### config.mk
export PLATFORM = sky130hd
export DESIGN_NAME = result_uart_streamer_flat
export DESIGN_NICKNAME = d
export VERILOG_FILES = /design/src/rtl/result_uart_streamer_if.sv /design/src/rtl/result_uart_streamer.sv /design/src/flat_wrapper.sv
export SDC_FILE = /design/constraint.sdc
export NUM_CORES = 1
export LEC_CHECK = 0
export ABC_CLOCK_PERIOD_IN_PS = 2910
export CORE_MARGIN = 2
export CORE_UTILIZATION = 45
export DETAILED_ROUTE_END_ITERATION = 8
export GPL_TIMING_DRIVEN = 0
export PLACE_DENSITY_LB_ADDON = 0.3
export SLEW_MARGIN = 20
export SYNTH_ARGS = -nofsm -noshare
export SYNTH_HDL_FRONTEND = slang
export SYNTH_SLANG_ARGS = --single-unit
export TNS_END_PERCENT = 30
### constraint.sdc
create_clock -name clk -period 2.91 [get_ports clk]
set_input_delay 0.582 -clock clk [delete_from_list [all_inputs] [get_ports clk]]
set_output_delay 0.582 -clock clk [all_outputs]
set_load 0.02 [all_outputs]
### src/rtl/result_uart_streamer_if.sv
// Read-port and UART-side signals of the result streamer.
// master is the streamer itself; slave is the RAM/host side.
interface result_uart_streamer_if #(
  parameter int unsigned DATA_BITS = 8,
  parameter int unsigned ADDR_BITS = 8
);
  logic                 start;
  logic [ADDR_BITS-1:0] rd_addr;
  logic [DATA_BITS-1:0] ram_q;
  logic                 tx;
  logic                 busy;
  logic                 done;

  modport master (
    input  start,
    input  ram_q,
    output rd_addr,
    output tx,
    output busy,
    output done
  );

  modport slave (
    output start,
    output ram_q,
    input  rd_addr,
    input  tx,
    input  busy,
    input  done
  );
endinterface

### src/rtl/result_uart_streamer.sv
// Streams filter-output RAM words 0..LEN-1 onto a UART 8N1 line after a start pulse.
// The RAM read port has RD_LATENCY cycles of latency; each fetch waits it out with tx idle high.
module result_uart_streamer #(
  parameter int unsigned DATA_BITS    = 8,
  parameter int unsigned ADDR_BITS    = 8,
  parameter int unsigned LEN          = 255,
  parameter int unsigned CLKS_PER_BIT = 434,
  parameter int unsigned RD_LATENCY   = 2
) (
  input  logic                   clk,
  input  logic                   rst,
  result_uart_streamer_if.master bus
);

  localparam int unsigned BAUD_W    = (CLKS_PER_BIT > 1) ? $clog2(CLKS_PER_BIT) : 1;
  localparam int unsigned LAT_CNT   = (RD_LATENCY > 0) ? RD_LATENCY : 1;
  localparam int unsigned LAT_W     = (LAT_CNT > 1) ? $clog2(LAT_CNT) : 1;
  localparam int unsigned BIT_W     = (DATA_BITS > 1) ? $clog2(DATA_BITS) : 1;
  localparam int unsigned LAST_WORD = (LEN > 0) ? LEN - 1 : 0;

  localparam logic [BAUD_W-1:0]    BAUD_MAX  = BAUD_W'(CLKS_PER_BIT - 1);
  localparam logic [LAT_W-1:0]     LAT_MAX   = LAT_W'(LAT_CNT - 1);
  localparam logic [BIT_W-1:0]     BIT_MAX   = BIT_W'(DATA_BITS - 1);
  localparam logic [ADDR_BITS-1:0] LAST_ADDR = ADDR_BITS'(LAST_WORD);
  localparam logic                 LEN_ZERO  = (LEN == 0);

  typedef enum logic [2:0] {
    ST_IDLE  = 3'd0,
    ST_FETCH = 3'd1,
    ST_START = 3'd2,
    ST_DATA  = 3'd3,
    ST_STOP  = 3'd4,
    ST_DONE  = 3'd5
  } state_t;

  state_t                 state;
  state_t                 state_nxt;
  logic [ADDR_BITS-1:0]   addr_q;
  logic [ADDR_BITS-1:0]   addr_nxt;
  logic [DATA_BITS-1:0]   shift_q;
  logic [DATA_BITS-1:0]   shift_nxt;
  logic [BAUD_W-1:0]      baud_q;
  logic [BAUD_W-1:0]      baud_nxt;
  logic [BIT_W-1:0]       bit_q;
  logic [BIT_W-1:0]       bit_nxt;
  logic [LAT_W-1:0]       lat_q;
  logic [LAT_W-1:0]       lat_nxt;
  logic                   tx_q;
  logic                   tx_nxt;
  logic                   busy_q;
  logic                   busy_nxt;
  logic                   done_q;
  logic                   done_nxt;

  // State and output registers
  always_ff @(posedge clk) begin
    if (!rst) begin
      state   <= ST_IDLE;
      addr_q  <= '0;
      shift_q <= '0;
      baud_q  <= '0;
      bit_q   <= '0;
      lat_q   <= '0;
      tx_q    <= 1'b1;
      busy_q  <= 1'b0;
      done_q  <= 1'b0;
    end else begin
      state   <= state_nxt;
      addr_q  <= addr_nxt;
      shift_q <= shift_nxt;
      baud_q  <= baud_nxt;
      bit_q   <= bit_nxt;
      lat_q   <= lat_nxt;
      tx_q    <= tx_nxt;
      busy_q  <= busy_nxt;
      done_q  <= done_nxt;
    end
  end

  // Next-state, counters and next values of the registered outputs
  always_comb begin
    state_nxt = state;
    addr_nxt  = addr_q;
    shift_nxt = shift_q;
    baud_nxt  = '0;
    bit_nxt   = bit_q;
    lat_nxt   = '0;
    busy_nxt  = busy_q;
    done_nxt  = 1'b0;
    tx_nxt    = 1'b1;

    unique case (state)
      ST_IDLE: begin
        if (bus.start) begin
          addr_nxt = '0;
          if (LEN_ZERO) begin
            state_nxt = ST_DONE;
          end else begin
            state_nxt = ST_FETCH;
            busy_nxt  = 1'b1;
          end
        end
      end

      ST_FETCH: begin
        if (lat_q == LAT_MAX) begin
          shift_nxt = bus.ram_q;
          state_nxt = ST_START;
        end else begin
          lat_nxt = lat_q + 1'b1;
        end
      end

      ST_START: begin
        if (baud_q == BAUD_MAX) begin
          bit_nxt   = '0;
          state_nxt = ST_DATA;
        end else begin
          baud_nxt = baud_q + 1'b1;
        end
      end

      ST_DATA: begin
        if (baud_q == BAUD_MAX) begin
          shift_nxt = shift_q >> 1;
          if (bit_q == BIT_MAX) begin
            state_nxt = ST_STOP;
          end else begin
            bit_nxt = bit_q + 1'b1;
          end
        end else begin
          baud_nxt = baud_q + 1'b1;
        end
      end

      ST_STOP: begin
        if (baud_q == BAUD_MAX) begin
          if (addr_q == LAST_ADDR) begin
            state_nxt = ST_DONE;
          end else begin
            addr_nxt  = addr_q + 1'b1;
            state_nxt = ST_FETCH;
          end
        end else begin
          baud_nxt = baud_q + 1'b1;
        end
      end

      ST_DONE: begin
        state_nxt = ST_IDLE;
      end

      default: begin
        state_nxt = ST_IDLE;
      end
    endcase

    // DONE entry ends the dump: release busy and park the address at 0
    if (state_nxt == ST_DONE) begin
      busy_nxt = 1'b0;
      addr_nxt = '0;
      done_nxt = 1'b1;
    end

    // tx follows the state being entered so the line register never lags the FSM
    if (state_nxt == ST_START) begin
      tx_nxt = 1'b0;
    end else if (state_nxt == ST_DATA) begin
      tx_nxt = shift_nxt[0];
    end
  end

  assign bus.rd_addr = addr_q;
  assign bus.tx      = tx_q;
  assign bus.busy    = busy_q;
  assign bus.done    = done_q;

endmodule

### src/flat_wrapper.sv
// flat-port wrapper written by rule: the top's interface ports become plain ports
module result_uart_streamer_flat 
#(
  parameter int unsigned DATA_BITS    = 8,
  parameter int unsigned ADDR_BITS    = 8,
  parameter int unsigned LEN          = 255,
  parameter int unsigned CLKS_PER_BIT = 434,
  parameter int unsigned RD_LATENCY   = 2
)
  (clk, rst, bus_start, bus_ram_q, bus_rd_addr, bus_tx, bus_busy, bus_done);
  result_uart_streamer_if #(.DATA_BITS(DATA_BITS), .ADDR_BITS(ADDR_BITS)) bus_i ();
  input  logic clk;
  input  logic rst;
  input wire logic [$bits(bus_i.start)-1:0] bus_start;
  input wire logic [$bits(bus_i.ram_q)-1:0] bus_ram_q;
  output wire logic [$bits(bus_i.rd_addr)-1:0] bus_rd_addr;
  output wire logic [$bits(bus_i.tx)-1:0] bus_tx;
  output wire logic [$bits(bus_i.busy)-1:0] bus_busy;
  output wire logic [$bits(bus_i.done)-1:0] bus_done;
  assign bus_i.start = bus_start;
  assign bus_i.ram_q = bus_ram_q;
  assign bus_rd_addr = bus_i.rd_addr;
  assign bus_tx = bus_i.tx;
  assign bus_busy = bus_i.busy;
  assign bus_done = bus_i.done;
  result_uart_streamer #(.DATA_BITS(DATA_BITS), .ADDR_BITS(ADDR_BITS), .LEN(LEN), .CLKS_PER_BIT(CLKS_PER_BIT), .RD_LATENCY(RD_LATENCY)) u_core (.clk(clk), .rst(rst), .bus(bus_i));
endmodule
# Word level (Yosys, flattened, before mapping)
# Cells that the tools add are included.
# classes
muxes	22
addsub	4
eq_ne	17
bitwise_logic	3
n_reduce_logical	12
# op_table
cell	count
8-bit two-way mux	5
8-bit case mux with 2 select lines	2
3-bit two-way mux	10
3-bit case mux with 5 select lines	1
3-bit by 2-bit equality test with 1-bit output (second input constant)	4
9-bit by 1-bit adder with 9-bit output (second input constant)	1
3-bit equality test (second input constant)	3
9-bit equality test (second input constant)	1
3-bit OR reduction	3
8-bit by 1-bit adder with 8-bit output (second input constant)	1
8-bit equality test (second input constant)	1
2-bit by 1-bit != test with 1-bit output (second input constant)	4
4-bit AND reduction	2
2-bit != test (second input constant)	3
3-bit case mux with 2 select lines	1
2-bit nonzero test	3
3-bit by 1-bit adder with 3-bit output (second input constant)	1
3-bit by 1-bit equality test with 1-bit output (second input constant)	1
3-bit zero test	1
1-bit two-way mux	3
1-bit NOT	3
3-bit AND reduction	1
2-bit AND reduction	1
2-bit OR reduction	1
1-bit adder (second input constant)	1
# word_totals
out_inout_bits	11
in_bits	11
regBits	35

# Depth between registers and ports, before layout
# logic_depth
depth_word	7
depth_mapped	8

# Worst setup path after synthesis
# OpenSTA, ideal clock, no wires.
# synth_timing
kind	register -> register
startpoint	reg u_core.baud_q[1]
endpoint	reg u_core.tx_q, in the netlist u_core.bus.tx
setup_time_ps	120
setup_slack_ps	1159
stages_incl_launch_ff	9
required_ps	2790
arrival_ps	1631
cell_sequence	dfxtp_1 > inv_1 > ha_1 > and4b_4 > and2_4 > buf_6 > a211oi_1 > inv_1 > a211o_1
# synth_via
elab_chain_len	6
elab_cells_between_ends	11
cone_classes	3 x eq/ne; 8 x mux
# synth_lines
item	line	text
start, declared	result_uart_streamer.sv:42	logic [BAUD_W-1:0] baud_q;
start signal, assigned	result_uart_streamer.sv:71	baud_q <= baud_nxt;
9-bit equality test *	result_uart_streamer.sv:115, result_uart_streamer.sv:124, result_uart_streamer.sv:137	
3-bit two-way mux, on equally long branches	result_uart_streamer.sv:137, result_uart_streamer.sv:115, result_uart_streamer.sv:124	
3-bit case mux with 5 select lines	result_uart_streamer.sv:92	unique case (state)
3-bit by 2-bit equality test with 1-bit output	result_uart_streamer.sv:168	end else if (state_nxt == ST_DATA) begin
1-bit two-way mux	result_uart_streamer.sv:168	
1-bit two-way mux *	result_uart_streamer.sv:166	if (state_nxt == ST_START) begin
end signal, assigned	result_uart_streamer.sv:74	tx_q <= tx_nxt;
end, declared	result_uart_streamer.sv:48	logic tx_q;
# Mark *: on every way between the ends. The rest lies on a longest branch, timed or not. The select of a mux whose other input is x is not followed.
# A chain may end at the register's enable or synchronous reset.

# Worst setup path after layout
# layout_timing
startpoint	in rst
endpoint	reg u_core.addr_q[2], in the netlist u_core.bus.rd_addr[2]
# layout_via
elab_chain_len	2
# layout_lines
item	line	text
start, declared	flat_wrapper.sv:13	input logic rst;
1-bit NOT (no source line)	-	
2-bit OR reduction (no source line)	-	
end signal, assigned	result_uart_streamer.sv:69	addr_q <= addr_nxt;
end, declared	result_uart_streamer.sv:38	logic [ADDR_BITS-1:0] addr_q;
# No other way between the ends.

==> results.txt <==
Post-synth EDFFs: 0
Worst slew margin: 0.6749
Leak Pwr: 0.7254 nW
RSZ-0062 raised after global routing: false
CTS Sinks: 35
Peak supply drop: 295.2 uV
Fmax achieved: 506.0 MHz
Final worst path period need: 1.976 ns
Highest routed layer: met4
Drt first pass iters: 4
Top cells by area, synth: dfxtp_1, o21ai_0, nor2_1
Adder-cell area share of the yosys netlist: 0.04380
Vias per Instance: 5.406
Total power: 0.9141 mW
Cts repair resizes: 0
Total grt overflow: 0
Placed cell count: 264
Mux share of post-synthesis cell area: 0.005839
Hold crit path type: register to register
FF-to-FF path depth: 8
Die H: 65.72 um
Antenna violations before repair: 0
Post-route DRC violation count: 0
Fin. Hold Viols: 0
Most numerous cell in the Yosys netlist: dfxtp_1
Tot GR Track Use: 0.1777
Vias in the first global route: 1366
Worst R2R Start: u_core.baud_q[1]$_SDFF_PP0_
Post-CTS setup buffer count: 0
Final Net Count: 240
Pin count of the biggest net entering global routing: 11
Worst Max-Slew Pin Slew: 0.4877 ns
Antenna Violating Nets Remaining: 0
Synth warnings: 0
DR WL met3: 122 um
Synth area leader: dfxtp_1
Setup TNS: 0 ns
PnR worst setup slack: 0.9336 ns
XOR/XNOR share of the synthesized area: 0.06131
Asr flop ratio synth: 0
CTS Hold Buffers Added: 0
Post-Place Worst Slack: 0.6149 ns
Final wirelength: 3341 um
Effective utilization at floorplan: 0.4682
Crit Path Max Fanout: 9
Critical path startpoint category: primary input
Global-route wire length before repair: 5927 um
Arrival time at the worst endpoint: 2.19 ns
Inserted Diodes: 0
WP data required: 3.12 ns
Post-Syn Area: 1714 um^2
DP Wirelength: 2389 um
Top FF cell, synth: dfxtp_1
Layout cells sized above 1: 0.1031
IO buf count: 21
Synthesized area per cell: 8.790 um^2
# setup viols final: 0
Mapped Cells: 195
Row cnt: 22
DR iter-0 viols: 91
Maxcap violations: 0
Skew-Pair Late Insertion Delay: 0.28 ns
P&R area growth vs syn: 20.88%
Worst Skew: 0.005920 ns
Simple-gate share of the synthesized area: 0.2701
Total nets after synthesis: 212
Post-synth top area share: 0.4088
GP Congestion: 0.7928
Critical Setup Path Class: primary input to register
Core Footprint: 3661 um^2
Die X: 65.72 um
Most frequent cells after synthesis: dfxtp_1, nor2_1, o21ai_0, nand2_1
Hold Startpoint: u_core.bit_q[1]$_SDFFE_PN0P_
Layout Cells excl Fill: 271
Yosys cell types: 45
Wire length on met2: 1496 um
Period utilization: 0.6792
Complex-gate fraction of the synthesized area: 0.1664
Met1 WL: 1651 um
CTS root buf: clkbuf_8
Largest family of logic cells by synthesized area: simple AND/OR/NAND/NOR gates
CTS tree: built
Pins over their slew limit: 0
Crit. End Element: register
CTS max path bufs: 2
Post-synthesis sequential area ratio: 0.4088
CTS Buf Count: 5
Vias: 1465
#FFs+latches synth: 35
Outcome: completed
CP startpoint: rst
Routed len/inst: 12.33 um
Io pins: 22
Worst-path clk slew: 0.07 ns
Pwr/cell area: 441.2 nW/um^2
Min-Delay Path Depth: 2
H-tree Lvls: 2
Die area: 4319 um^2
## logic make-up after synthesis
kind of cell | after synthesis
and+or+nand+nor | 84
AOI/OAI and AO/OA | 43
DFF | 35
buffers and inverters | 14
xor gates and xnor gates | 12
adders and majority gates | 6
muxes | 1
## final cells by class
type	count	area, um^2
multi-input cells	146	938.4
well taps	48	60.06
inverters	5	18.77
flip-flops and latches	35	700.7
plain buffers	9	56.30
clock buffers	6	82.58
repair buffers	21	210.2
fillers	337	1589
clock inverters	1	5.005
## layout by cell type (no fill, tap or decap), types with 2 or more instances in the layout
cell type,count
nand2_1,14
nor3_1,6
nand3_1,8
xnor2_1,6
o21ai_0,17
buf_2,3
buf_6,2
and2_1,3
a31oi_1,8
clkbuf_8,6
dfxtp_1,35
nand4_1,5
and4_1,2
a211oi_2,2
inv_1,5
clkdlybuf4s50_1,21
nor4_1,3
or3_1,3
clkbuf_1,3
nor2_1,21
and3_1,5
a21oi_1,6
nand2b_1,3
or2_2,2
xor2_1,6
ha_1,6
## flip-flops by register name (all words and copies together), names as in the netlist
signal	count
u_core.baud_q	9
u_core.bus.rd_addr	8
u_core.shift_q	8
u_core.bit_q	3
u_core.state	3
u_core.bus.busy	1
u_core.bus.done	1
u_core.bus.tx	1
u_core.lat_q	1
## layer usage
layer  track usage  up-vias
met1        0.2241      682
met5             0        -
met2        0.2778       24
met4       0.09635        0
met3       0.04281        7
li1              -      752
## report_power, final
group          switching (mW)  leakage, nW  internal [mW]
logic                  0.0416        0.395         0.0326
registers             0.00417        0.283          0.488
clock network           0.163       0.0470          0.185
## stage by stage
step	hold WS, ns	instance area, um^2	util
after floorplan	0.4356	1714	-
after global placement	0.4442	1984	0.5420
after detailed placement	0.4567	1984	0.5420
after CTS	0.4651	2072	0.5660
after global routing	0.4732	2072	0.5660
final	0.4629	2072	0.5660
## path summary, 6_finish.rpt
| check | slack [ns] | end |
|---|---|---|
| hold / removal | 0.46 | u_core.bit_q[1]$_SDFFE_PN0P_ |
| setup / recovery | 0.93 | u_core.bus.rd_addr[2]$_SDFFE_PP0P_ |
| hold reg to reg | 0.46 | u_core.bit_q[1]$_SDFFE_PN0P_ |
| setup reg to reg | 0.96 | u_core.bus.tx$_SDFF_PN1_ |
## critical path, stage by stage
cell	delay, ns
clkdlybuf4s50_1	0.63
inv_1	0.21
a2111oi_1	0.37
a21oi_2	0.18
nor3_1	0.21
(Power assumes the default switching activity.)
